File: config.mk
export PLATFORM = sky130hd
export DESIGN_NAME = delay_arbiter
export DESIGN_NICKNAME = d
export VERILOG_FILES = /design/src/rtl/delay_arbiter_pkg.sv /design/src/rtl/delay_arbiter_rr_pick.sv /design/src/rtl/delay_arbiter.sv
export SDC_FILE = /design/constraint.sdc
export NUM_CORES = 1
export LEC_CHECK = 0
export ABC_AREA = 1
export ABC_CLOCK_PERIOD_IN_PS = 2400
export BUFFER_PORTS_ARGS = -buffer_cell sky130_fd_sc_hd__buf_2
export CORE_MARGIN = 1.5
export CORE_UTILIZATION = 57
export CTS_CLUSTER_DIAMETER = 200
export CTS_CLUSTER_SIZE = 12
export DETAILED_ROUTE_END_ITERATION = 8
export GPL_TIMING_DRIVEN = 0
export PLACE_DENSITY_LB_ADDON = 0.15
export SYNTH_ARGS = -nofsm -noshare
export SYNTH_HDL_FRONTEND = slang
export SYNTH_SLANG_ARGS = --single-unit
File: constraint.sdc
create_clock -name clk -period 2.4 [get_ports clk]
set_input_delay 0.12 -clock clk [delete_from_list [all_inputs] [get_ports clk]]
set_output_delay 0.12 -clock clk [all_outputs]
set_load 0.03 [all_outputs]
File: src/rtl/delay_arbiter_pkg.sv
// Shared types and default sizing for the delay_arbiter slice.
// The FSM state type lives here so the top and any future siblings agree on encoding.
package delay_arbiter_pkg;

  localparam int DEF_N_REQ    = 4;
  localparam int DEF_DELAY    = 91;
  localparam int DEF_WD_SLACK = 8;

  typedef enum logic [1:0] {
    S_IDLE = 2'd0,
    S_LOAD = 2'd1,
    S_WAIT = 2'd2,
    S_DONE = 2'd3
  } state_t;

endpackage

File: src/rtl/delay_arbiter_rr_pick.sv
// Combinational round-robin picker: the first set req bit at or after ptr
// (ascending, wrapping) wins.
module rr_pick #(
  parameter int N_REQ = 4,
  parameter int IW    = 2
) (
  input  logic [N_REQ-1:0] req,
  input  logic [IW-1:0]    ptr,
  output logic [N_REQ-1:0] onehot,
  output logic [IW-1:0]    idx
);

  logic          found;
  logic [IW-1:0] cand;

  // NOTE: every variable written here gets a default first, otherwise a latch is inferred.
  always_comb begin
    onehot = '0;
    idx    = '0;
    found  = 1'b0;
    cand   = '0;
    for (int i = 0; i < N_REQ; i++) begin
      cand = IW'((int'(ptr) + i) % N_REQ);
      if (!found && req[cand]) begin
        found        = 1'b1;
        onehot[cand] = 1'b1;
        idx          = cand;
      end
    end
  end

endmodule

File: src/rtl/delay_arbiter.sv
// Round-robin arbiter handing one shared load-and-wait delay counter to N_REQ
// requesters, with a watchdog that flags an early or missing counter done.
module delay_arbiter
  import delay_arbiter_pkg::*;
#(
  parameter int N_REQ    = DEF_N_REQ,
  parameter int DELAY    = DEF_DELAY,
  parameter int WD_SLACK = DEF_WD_SLACK
) (
  input  logic             clk,
  input  logic             rst_n,
  input  logic [N_REQ-1:0] req,
  output logic [N_REQ-1:0] gnt,
  output logic [N_REQ-1:0] done,
  output logic             ctr_ld,
  input  logic             ctr_dn,
  output logic             busy,
  output logic             err
);

  localparam int IW = (N_REQ > 1) ? $clog2(N_REQ) : 1;
  localparam int WW = $clog2(DELAY + WD_SLACK + 1);
  localparam logic [WW-1:0] DLY_CNT = WW'(DELAY);
  localparam logic [WW-1:0] LIM_CNT = WW'(DELAY + WD_SLACK);

  state_t            state;
  logic [WW-1:0]     wait_cnt;
  logic [IW-1:0]     ptr;
  logic [N_REQ-1:0]  pick_oh;
  logic [IW-1:0]     pick_idx;
  logic [IW-1:0]     ptr_next;

  rr_pick #(.N_REQ(N_REQ), .IW(IW)) u_pick (
    .req    (req),
    .ptr    (ptr),
    .onehot (pick_oh),
    .idx    (pick_idx)
  );

  // ptr holds the index with top priority, i.e. one past the last winner.
  assign ptr_next = (pick_idx == IW'(N_REQ - 1)) ? '0 : pick_idx + 1'b1;
  assign busy     = (state != S_IDLE);

  // NOTE: sequential state uses non-blocking assignments so every register sees pre-edge values.
  always_ff @(posedge clk or negedge rst_n) begin
    if (!rst_n) begin
      state    <= S_IDLE;
      gnt      <= '0;
      done     <= '0;
      ctr_ld   <= 1'b0;
      err      <= 1'b0;
      wait_cnt <= '0;
      ptr      <= '0;
    end else begin
      done   <= '0;
      ctr_ld <= 1'b0;
      case (state)
        S_IDLE: begin
          if (|req) begin
            state  <= S_LOAD;
            gnt    <= pick_oh;
            ctr_ld <= 1'b1;
            ptr    <= ptr_next;
          end
        end
        S_LOAD: begin
          wait_cnt <= '0;
          state    <= S_WAIT;
        end
        S_WAIT: begin
          if (wait_cnt != LIM_CNT) wait_cnt <= wait_cnt + 1'b1;
          // A dn at or after the nominal cycle completes; early dn or silence is a fault.
          if (ctr_dn && (wait_cnt >= DLY_CNT)) begin
            state <= S_DONE;
            done  <= gnt;
          end else if (ctr_dn || (wait_cnt == LIM_CNT)) begin
            err   <= 1'b1;
            gnt   <= '0;
            state <= S_IDLE;
          end
        end
        S_DONE: begin
          gnt   <= '0;
          state <= S_IDLE;
        end
        default: state <= S_IDLE;
      endcase
    end
  end

endmodule

==> impl_metrics.env, run 1 <==
export IMPL_die_w_um=53
export IMPL_grt_pass1_wl_mm=4.988
export IMPL_netlist_instances=185
export IMPL_drt_iter0_drc=39
export IMPL_min_to="state[1]$_DFFE_PN0P_"
export IMPL_start_util_pct=62.62
export IMPL_nets=224
export IMPL_clkTransAtPathRegs_ps=120
export IMPL_htreeDepth=1
export IMPL_cts_buffers=3
export IMPL_period_share_pct=92.39
export IMPL_setup_viol=0
export IMPL_remaining_drc_errors=0
export IMPL_insertedDiodeCount=0
export IMPL_outcome="finished, final reports clean"
export IMPL_final_cell_mix="nand2_1, inv_1, dfrtp_1"
export IMPL_ir_drop_v=0.001017
export IMPL_clk_path_buf_depth=2
export IMPL_slowest_delay_ps=590
export IMPL_fin_tns_setup_ps=0
export IMPL_core_area_um2=2276
export IMPL_clk_latency_ps=300
export IMPL_cp_required_ps=2610
export IMPL_criticalPathCategory="register to register"
export IMPL_synth_distinct_cells=29
export IMPL_drive_gt1_share_pct=20.77
export IMPL_layout_min_cycle_time_ps=2217
export IMPL_slew_headroom_pct=69.19
export IMPL_min_delay_start="ctr_dn"
export IMPL_synth_nets=201
export IMPL_hold_class="input port to register"
export IMPL_antenna_found_initial=0
export IMPL_rrSetupSlack_ps=180
export IMPL_num_vias=1225
export IMPL_rsz0062_at_grt="no"
export IMPL_ff2ff_path_depth=12
export IMPL_die_area_um2=2809
export IMPL_area_growth_pct=11.15
export IMPL_core_rowCount=17
export IMPL_r2r_start="ptr[0]$_DFFE_PN0P_"
export IMPL_maxCapViolCount=0
export IMPL_tightest_slew_ps=457.9
export IMPL_clock_sinks=21
export IMPL_clock_skew_ps=1.756
export IMPL_wl_per_cell_um=11.83
export IMPL_num_fill_cells=177
export IMPL_cts_tree="built"
export IMPL_yosys_area_top_type="dfrtp_1"
export IMPL_antenna_left=0
export IMPL_ys_seq_area_share_pct=36.87
export IMPL_syn_avg_cell_area_um2=7.703
export IMPL_r2r_end="ptr[1]$_DFFE_PN0P_"
export IMPL_pin_count=18
export IMPL_grt_overflow_total=0
export IMPL_critPathLaunchType="register"
export IMPL_setup_worst_path_end_class="register"
export IMPL_leakage_nw=0.8597
export IMPL_synth_area_leaders="dfrtp_1, nand2_1, ha_1"
export IMPL_portBuffers=17
export IMPL_cp_slowest_cell="dfrtp_1"
export IMPL_arrival_ps=2420
export IMPL_synth_seq_cells=21
export IMPL_syn_area_um2=1425
export IMPL_grt_pass1_vias=1209
export IMPL_gp_congestion=0.8170
export IMPL_yosys_warnings=0
export IMPL_firstDrtPassIters=4
export IMPL_path_delay_family="simple AND/OR/NAND/NOR gates"
export IMPL_clock_fmax_mhz=451.0
export IMPL_synth_top_cell_area_share_pct=36.87
export IMPL_final_util_pct=69.60
export IMPL_vias_per_cell=5.213
export IMPL_hold_depth=4
export IMPL_grt_start_max_net_pins=22
export IMPL_wl_mm=2.780
export IMPL_groute_usage_overall_pct=24.03
export IMPL_power_density_nw_per_um2=1311
export IMPL_layout_commonest_cell="nand2_1"
export IMPL_fp_dieH_um=53
export IMPL_dp_final_hpwl_mm=2.172
export IMPL_crit_chain="inv_2 > ha_1 > inv_1 > nand3_2 > nand2_4 > nand4_2 > inv_2 > nand2_1 > nand2_1 > nand2_1 > nand3_1 > nand2_1"
export IMPL_hold_viol_final=0
export IMPL_path_buf_inv=3
export IMPL_clockRootBuffer="clkbuf_4"
export IMPL_crit_fanout=11
export IMPL_slew_viol_final=0
export IMPL_crit_top_cell="nand2_1"
export IMPL_postCtsSetupRepairBufs=0
==> registers in the layout (all words and copies together) (netlist names) <==
register and cells:
wait_cnt 7, done 4, gnt 4, ptr 2
state 2, ctr_ld 1, err 1
==> area by class of cell <==
| cell class | instances | area (um2) | share of cell area (%) |
|---|---|---|---|
| multi-input combinational | 135 | 788.3 | 49.76 |
| clock inverter | 1 | 5.005 | 0.3160 |
| tap | 28 | 35.03 | 2.212 |
| inverter | 29 | 111.4 | 7.030 |
| timing repair buffer | 18 | 95.09 | 6.003 |
| sequential | 21 | 526.8 | 33.25 |
| clock buffer | 3 | 22.52 | 1.422 |
==> cell families after synthesis <==
group	Yosys count	share of synthesized area, %
xor gates and xnor gates	2	1.229
adders and majority gates	9	7.902
DFF	21	36.87
AOI/OAI and AO/OA	16	6.672
buffers and inverters	29	7.814
and+or+nand+nor	108	39.51
==> Yosys cell counts (all sizes together) <==
library cell and n:
dfrtp 21, a22oi 2, o21bai 1, a31oi 1, nor4 1, and3 1
o22ai 2, nor2 13, o32ai 1, nand3 15, ha 9, nor3 3
nand2 69, a21oi 2, o21ai 7, nand4 6, inv 29, xor2 2
==> tightest hold or removal path: stages <==
cell,delay [ps]
buf_2,70
inv_1,50
nand2_1,90
nand3_1,80
==> worst max path at each step <==
stage | depth (start not counted) | slack (ps) | start | end
2_1_floorplan | 14 | 480 | ptr[1]$_DFFE_PN0P_ | ptr[1]$_DFFE_PN0P_
3_3_place_gp | 13 | 240 | ptr[1]$_DFFE_PN0P_ | ptr[1]$_DFFE_PN0P_
3_5_place_dp | 13 | 170 | ptr[1]$_DFFE_PN0P_ | ptr[1]$_DFFE_PN0P_
4_1_cts | 13 | 160 | ptr[1]$_DFFE_PN0P_ | ptr[1]$_DFFE_PN0P_
5_1_grt | 12 | 10 | ptr[0]$_DFFE_PN0P_ | ptr[1]$_DFFE_PN0P_
6_report | 12 | 180 | ptr[0]$_DFFE_PN0P_ | ptr[1]$_DFFE_PN0P_
==> metrics by stage <==
| step | hold WS (ps) | std cells | power [mW] | worst slack [ps] | area, um2 |
|---|---|---|---|---|---|
| after floorplan | -175.6 | 185 | 1.631 | 481.8 | 1425 |
| after global placement | 86.47 | 230 | 1.842 | 235.1 | 1545 |
| after detailed placement | 95.41 | 230 | 1.904 | 173.0 | 1545 |
| after CTS | 154.5 | 235 | 2.070 | 155.3 | 1583 |
| after global routing | 163.6 | 235 | 2.290 | 11.08 | 1584 |
| final | 151.0 | 235 | 2.076 | 182.7 | 1584 |
==> routing by layer <==
layer	share of wire [%]	vias to the layer above	GRT usage (%)
li1	-	633	-
met1	45	561	28.95
met2	50	26	42.08
met3	3.1	5	2.825
met4	1.3	0	11.54
met5	0	-	0
==> report_power, final <==
part	total (mW)	leakage (nW)	switching, mW	internal [mW]
Combinational	1.37	0.568	0.926	0.442
Clock	0.169	0.0177	0.107	0.0621
Sequential	0.539	0.274	0.0979	0.441
Total	2.08	0.860	1.13	0.946
==> what timing repair did <==
item | 4_1_cts | 5_1_grt
resized for setup | 0 | 1
hold buffers | 1 | 0
hold endpoints to repair | 21 | 0
setup endpoints to repair | 0 | 1
Note: power is estimated with default switching activity, not from simulation.
==> run 2, diff against run 1 <==
--- a/config.mk
+++ b/config.mk
@@ -7,7 +7,7 @@
 export LEC_CHECK = 0
 export ABC_AREA = 1
 export ABC_CLOCK_PERIOD_IN_PS = 2400
-export BUFFER_PORTS_ARGS = -buffer_cell sky130_fd_sc_hd__buf_2
+export BUFFER_PORTS_ARGS = -buffer_cell sky130_fd_sc_hd__clkbuf_2
 export CORE_MARGIN = 1.5
 export CORE_UTILIZATION = 57
 export CTS_CLUSTER_DIAMETER = 200
@@ -15,6 +15,7 @@
 export DETAILED_ROUTE_END_ITERATION = 8
 export GPL_TIMING_DRIVEN = 0
 export PLACE_DENSITY_LB_ADDON = 0.15
+export REMOVE_ABC_BUFFERS = 1
 export SYNTH_ARGS = -nofsm -noshare
 export SYNTH_HDL_FRONTEND = slang
 export SYNTH_SLANG_ARGS = --single-unit
==> run 2 against run 1 <==
Against the previous run: setup slack improved by 130 ps; final cell count stayed put; sequential cell count stayed put; worst hold slack lost 13 ps; highest routed layer unchanged.
==> impl_metrics.env, run 2 (synthesized netlist as in run 1, its figures left out) <==
export IMPL_outcome="finished, final reports clean"
export IMPL_htreeDepth=1
export IMPL_grt_pass1_vias=1159
export IMPL_die_area_um2=2809
export IMPL_clockRootBuffer="clkbuf_4"
export IMPL_nets=224
export IMPL_clock_sinks=21
export IMPL_firstDrtPassIters=5
export IMPL_clk_path_buf_depth=2
export IMPL_cp_required_ps=2610
export IMPL_maxCapViolCount=0
export IMPL_cts_tree="built"
export IMPL_ir_drop_v=0.001162
export IMPL_grt_pass1_wl_mm=4.823
export IMPL_layout_commonest_cell="nand2_1"
export IMPL_num_vias=1253
export IMPL_dp_final_hpwl_mm=2.092
export IMPL_r2r_start="ptr[1]$_DFFE_PN0P_"
export IMPL_ff2ff_path_depth=12
export IMPL_clk_latency_ps=300
export IMPL_hold_viol_final=0
export IMPL_start_util_pct=62.62
export IMPL_hold_class="input port to register"
export IMPL_rsz0062_at_grt="no"
export IMPL_largestRegisters="wait_cnt: 7 flops, done: 4 flops, gnt: 4 flops"
export IMPL_crit_top_cell="nand2_1"
export IMPL_clock_skew_ps=1.155
export IMPL_drt_iter0_drc=57
export IMPL_rrSetupSlack_ps=310
export IMPL_place_ws_ps=188.4
export IMPL_clkTransAtPathRegs_ps=120
export IMPL_antenna_left=0
export IMPL_path_delay_family="simple AND/OR/NAND/NOR gates"
export IMPL_crit_fanout=8
export IMPL_wl_mm=2.715
export IMPL_portBuffers=17
export IMPL_tightest_slew_ps=501.8
export IMPL_gp_congestion=0.8270
export IMPL_wl_per_cell_um=11.55
export IMPL_fin_tns_setup_ps=0
export IMPL_clock_fmax_mhz=479.1
export IMPL_hold_depth=4
export IMPL_num_fill_cells=171
export IMPL_vias_per_cell=5.332
export IMPL_grt_overflow_total=0
export IMPL_criticalPathCategory="register to register"
export IMPL_min_delay_start="ctr_dn"
export IMPL_top_register="wait_cnt"
export IMPL_core_area_um2=2276
export IMPL_leakage_nw=0.8553
export IMPL_remaining_drc_errors=0
export IMPL_die_w_um=53
export IMPL_period_share_pct=86.98
export IMPL_setup_viol=0
export IMPL_drive_gt1_share_pct=21.26
export IMPL_cts_buffers=3
export IMPL_insertedDiodeCount=0
export IMPL_core_rowCount=17
export IMPL_min_to="state[1]$_DFFE_PN0P_"
export IMPL_final_cell_mix="nand2_1, inv_1, dfrtp_1"
export IMPL_critPathLaunchType="register"
export IMPL_fin_hold_ws_ps=138.2
export IMPL_pin_count=18
export IMPL_setup_worst_path_end_class="register"
export IMPL_arrival_ps=2300
export IMPL_r2r_end="ptr[1]$_DFFE_PN0P_"
export IMPL_postCtsSetupRepairBufs=0
export IMPL_slowest_delay_ps=500
export IMPL_largest_reg_flops=7
export IMPL_crit_chain="inv_1 > ha_1 > inv_1 > nand3_2 > nand2_4 > nand4_2 > inv_2 > nand2_1 > nand2_1 > nand2_1 > nand3_1 > nand2_1"
export IMPL_area_growth_pct=11.24
export IMPL_fp_dieH_um=53
export IMPL_path_buf_inv=3
export IMPL_slew_viol_final=0
export IMPL_grt_start_max_net_pins=22
export IMPL_layout_min_cycle_time_ps=2087
export IMPL_cp_slowest_cell="dfrtp_2"
export IMPL_slew_headroom_pct=66.55
export IMPL_worst_slack_ps=312.6
export IMPL_antenna_found_initial=0
export IMPL_power_density_nw_per_um2=1304
export IMPL_groute_usage_overall_pct=23.01
-- run 2: metal layers --
layer | global-route usage (%) | vias to the layer above | routed length [um]
li1 | - | 634 | -
met1 | 28.60 | 574 | 1201
met2 | 41.25 | 40 | 1351
met3 | 1.977 | 5 | 128
met4 | 8.120 | 0 | 33
met5 | 0 | - | 0
-- run 2: tightest hold or removal path, cell delays in order --
cell,delay (ps)
clkbuf_2,80
inv_1,60
nand2_1,90
nand3_1,70
-- run 2: metrics by stage --
stage / total power [mW] / utilization, % / cell area (um2) / std cells
after floorplan: 1.631 / - / 1425 / 185
after global placement: 1.838 / 67.89 / 1545 / 230
after detailed placement: 1.890 / 67.89 / 1545 / 230
after CTS: 2.061 / 69.54 / 1583 / 235
after global routing: 2.288 / 69.65 / 1585 / 235
final: 2.067 / 69.65 / 1585 / 235
-- run 2: worst max path at each step --
stage	cells after the start	endpoint	slack [ps]	from
CTS	13	ptr[1]$_DFFE_PN0P_	170	ptr[1]$_DFFE_PN0P_
detailed placement	13	ptr[1]$_DFFE_PN0P_	190	ptr[1]$_DFFE_PN0P_
finish	12	ptr[1]$_DFFE_PN0P_	310	ptr[1]$_DFFE_PN0P_
global route	13	ptr[1]$_DFFE_PN0P_	90	ptr[1]$_DFFE_PN0P_
floorplan	14	ptr[1]$_DFFE_PN0P_	480	ptr[1]$_DFFE_PN0P_
global placement	13	ptr[1]$_DFFE_PN0P_	260	ptr[1]$_DFFE_PN0P_
-- run 2: area by class of cell --
type / instances / area, um2 / area share [%]
Sequential cell: 21 / 528.0 / 33.31
Clock inverter: 1 / 5.005 / 0.3157
Timing Repair Buffer: 18 / 95.09 / 5.998
Inverter: 29 / 111.4 / 7.024
Tap cell: 28 / 35.03 / 2.210
Clock buffer: 3 / 22.52 / 1.421
Multi-Input combinational cell: 135 / 788.3 / 49.72
-- run 2: power breakdown --
part           internal [mW]  switching, mW  leakage [nW]
combinational          0.441          0.914         0.565
clock                 0.0623          0.109        0.0177
sequential             0.443         0.0969         0.272
total                  0.947           1.12         0.855
-- run 2: what timing repair did --
| item | CTS | global route |
|---|---|---|
| endpoints found under the setup margin | 0 | 1 |
| resized for setup | 0 | 2 |
| hold buffers | 1 | 0 |
| hold endpoints to repair | 21 | 0 |
==> run 3, diff against run 2 <==
--- a/config.mk
+++ b/config.mk
@@ -7,7 +7,7 @@
 export LEC_CHECK = 0
 export ABC_AREA = 1
 export ABC_CLOCK_PERIOD_IN_PS = 2400
-export BUFFER_PORTS_ARGS = -buffer_cell sky130_fd_sc_hd__clkbuf_2
+export BUFFER_PORTS_ARGS = -buffer_cell sky130_fd_sc_hd__buf_4
 export CORE_MARGIN = 1.5
 export CORE_UTILIZATION = 57
 export CTS_CLUSTER_DIAMETER = 200
@@ -15,7 +15,6 @@
 export DETAILED_ROUTE_END_ITERATION = 8
 export GPL_TIMING_DRIVEN = 0
 export PLACE_DENSITY_LB_ADDON = 0.15
-export REMOVE_ABC_BUFFERS = 1
 export SYNTH_ARGS = -nofsm -noshare
 export SYNTH_HDL_FRONTEND = slang
 export SYNTH_SLANG_ARGS = --single-unit
==> run 3 against run 2 <==
Against the previous run: cell area grew 2.7%; via count grew 0.48%; sequential power grew 1%; clock-buffer cell count is the same; sequential share of layout area shrank 0.87 points; setup slack lost 87 ps; first-iteration DRC count shrank 33%; fmax shrank 4.0%; critical path depth grew 2; register-to-register slack lost 90 ps; largest cell class unchanged; largest power group unchanged.
==> impl_metrics.env, run 3 (synthesized netlist as in run 1, its figures left out) <==
export IMPL_crit_fanout=8
export IMPL_grt_pass1_wl_mm=4.926
export IMPL_final_util_pct=71.52
export IMPL_fin_area_um2=1628
export IMPL_ff2ff_path_depth=14
export IMPL_grt_start_max_net_pins=22
export IMPL_outcome="finished, final reports clean"
export IMPL_power_density_nw_per_um2=1292
export IMPL_firstDrtPassIters=4
export IMPL_hold_class="input port to register"
export IMPL_rsz0062_at_grt="no"
export IMPL_tightest_slew_ps=449.0
export IMPL_top_register="wait_cnt"
export IMPL_layout_commonest_cell="nand2_1"
export IMPL_r2r_start="ptr[1]$_DFFE_PN0P_"
export IMPL_wl_mm=2.838
export IMPL_post_dp_cell_area_um2=1588
export IMPL_vias_per_cell=5.357
export IMPL_clock_skew_ps=2.438
export IMPL_slew_headroom_pct=69.79
export IMPL_leakage_nw=0.8673
export IMPL_setup_viol=0
export IMPL_pin_count=18
export IMPL_clk_latency_ps=310
export IMPL_area_growth_pct=14.22
export IMPL_core_area_um2=2276
export IMPL_arrival_ps=2390
export IMPL_start_util_pct=62.62
export IMPL_antenna_left=0
export IMPL_period_share_pct=90.62
export IMPL_htreeDepth=1
export IMPL_maxCapViolCount=0
export IMPL_clk_path_buf_depth=2
export IMPL_final_cell_mix="nand2_1, inv_1, dfrtp_1"
export IMPL_drt_iter0_drc=38
export IMPL_dp_cells=230
export IMPL_insertedDiodeCount=0
export IMPL_core_rowCount=17
export IMPL_cts_buffers=3
export IMPL_fin_hold_ws_ps=141.7
export IMPL_drive_gt1_share_pct=21.26
export IMPL_die_w_um=53
export IMPL_slew_viol_final=0
export IMPL_largestRegisters="wait_cnt: 7 flops, done: 4 flops, gnt: 4 flops"
export IMPL_place_ws_ps=152.6
export IMPL_wl_per_cell_um=12.08
export IMPL_r2r_end="ptr[1]$_DFFE_PN0P_"
export IMPL_use_met3_pct=2.825
export IMPL_layout_min_cycle_time_ps=2175
export IMPL_finalPower_mw=2.103
export IMPL_remaining_drc_errors=0
export IMPL_num_fill_cells=174
export IMPL_rrSetupSlack_ps=230
export IMPL_clockRootBuffer="clkbuf_4"
export IMPL_grt_pass1_vias=1185
export IMPL_fin_tns_setup_ps=0
export IMPL_criticalPathCategory="register to register"
export IMPL_hold_viol_final=0
export IMPL_fp_dieH_um=53
export IMPL_dp_final_hpwl_mm=2.207
export IMPL_grt_overflow_total=0
export IMPL_cp_required_ps=2620
export IMPL_cp_endpoint="ptr[1]$_DFFE_PN0P_"
export IMPL_gp_congestion=0.7738
export IMPL_portBuffers=17
export IMPL_top_usage_layer="met2"
export IMPL_cts_tree="built"
export IMPL_worst_slack_ps=225.2
export IMPL_setup_worst_path_end_class="register"
export IMPL_critPathLaunchType="register"
export IMPL_use_met1_pct=28.39
export IMPL_fin_cells=235
export IMPL_cp_startpoint="ptr[1]$_DFFE_PN0P_"
export IMPL_min_delay_start="ctr_dn"
export IMPL_groute_usage_overall_pct=23.89
export IMPL_clock_sinks=21
export IMPL_gr_usage_met2_pct=41.88
export IMPL_num_vias=1259
export IMPL_largest_reg_flops=7
export IMPL_antenna_found_initial=0
export IMPL_clkTransAtPathRegs_ps=110
export IMPL_ir_drop_v=0.001064
export IMPL_die_area_um2=2809
export IMPL_clock_fmax_mhz=459.8
export IMPL_nets=224
run 3: cell count changes in the layout (fill, tap and decap cells not counted):
cell,before,now
clkbuf_2,17,0
buf_4,0,17
run 3: metal layers:
layer / vias up / wire [um]
li1: 635 / -
met1: 582 / 1276
met2: 35 / 1390
met3: 7 / 105
met4: 0 / 65
met5: - / 0
run 3: how the worst min path moves through the flow:
stage,cells after the start,endpoint,slack [ps]
CTS,4,state[1]$_DFFE_PN0P_,140
global route,4,state[1]$_DFFE_PN0P_,160
floorplan,0,ctr_ld$_DFF_PN0_,-180
global placement,1,wait_cnt[3]$_DFFE_PN0P_,10
finish,4,state[1]$_DFFE_PN0P_,140
detailed placement,1,wait_cnt[3]$_DFFE_PN0P_,10
run 3: worst max-delay path: stages, from the launching register on:
cell and delay [ps]:
dfrtp_2 510, inv_1 260, ha_1 360, inv_1 120
nand3_2 100, nand2_4 130, inv_4 60, nor2_4 110
nand2_1 70, nand2_1 90, nand2_2 70, inv_2 40
nand2_1 40, nand3_1 70, nand2_1 50
run 3: what timing repair did:
item                                    in CTS  in global routing
hold buffers                                 1                  0
gates resized for setup                      0                  2
endpoints found under the hold margin       21                  0
buffers inserted                             0                  0
endpoints found under the setup margin       0                  1
run 3: where the power goes:
part           leakage, nW  internal, mW  switching [mW]
clock               0.0177        0.0625           0.111
combinational        0.577         0.464           0.918
sequential           0.272         0.443           0.104
total                0.867         0.970            1.13
run 3: cell type report:
class | count | area, um2 | area share [%]
repair buffers | 18 | 137.6 | 8.455
multi-input cells | 135 | 788.3 | 48.42
inverters | 29 | 111.4 | 6.841
well taps | 28 | 35.03 | 2.152
clock inverters | 1 | 5.005 | 0.3075
clock buffers | 3 | 22.52 | 1.384
flip-flops and latches | 21 | 528.0 | 32.44
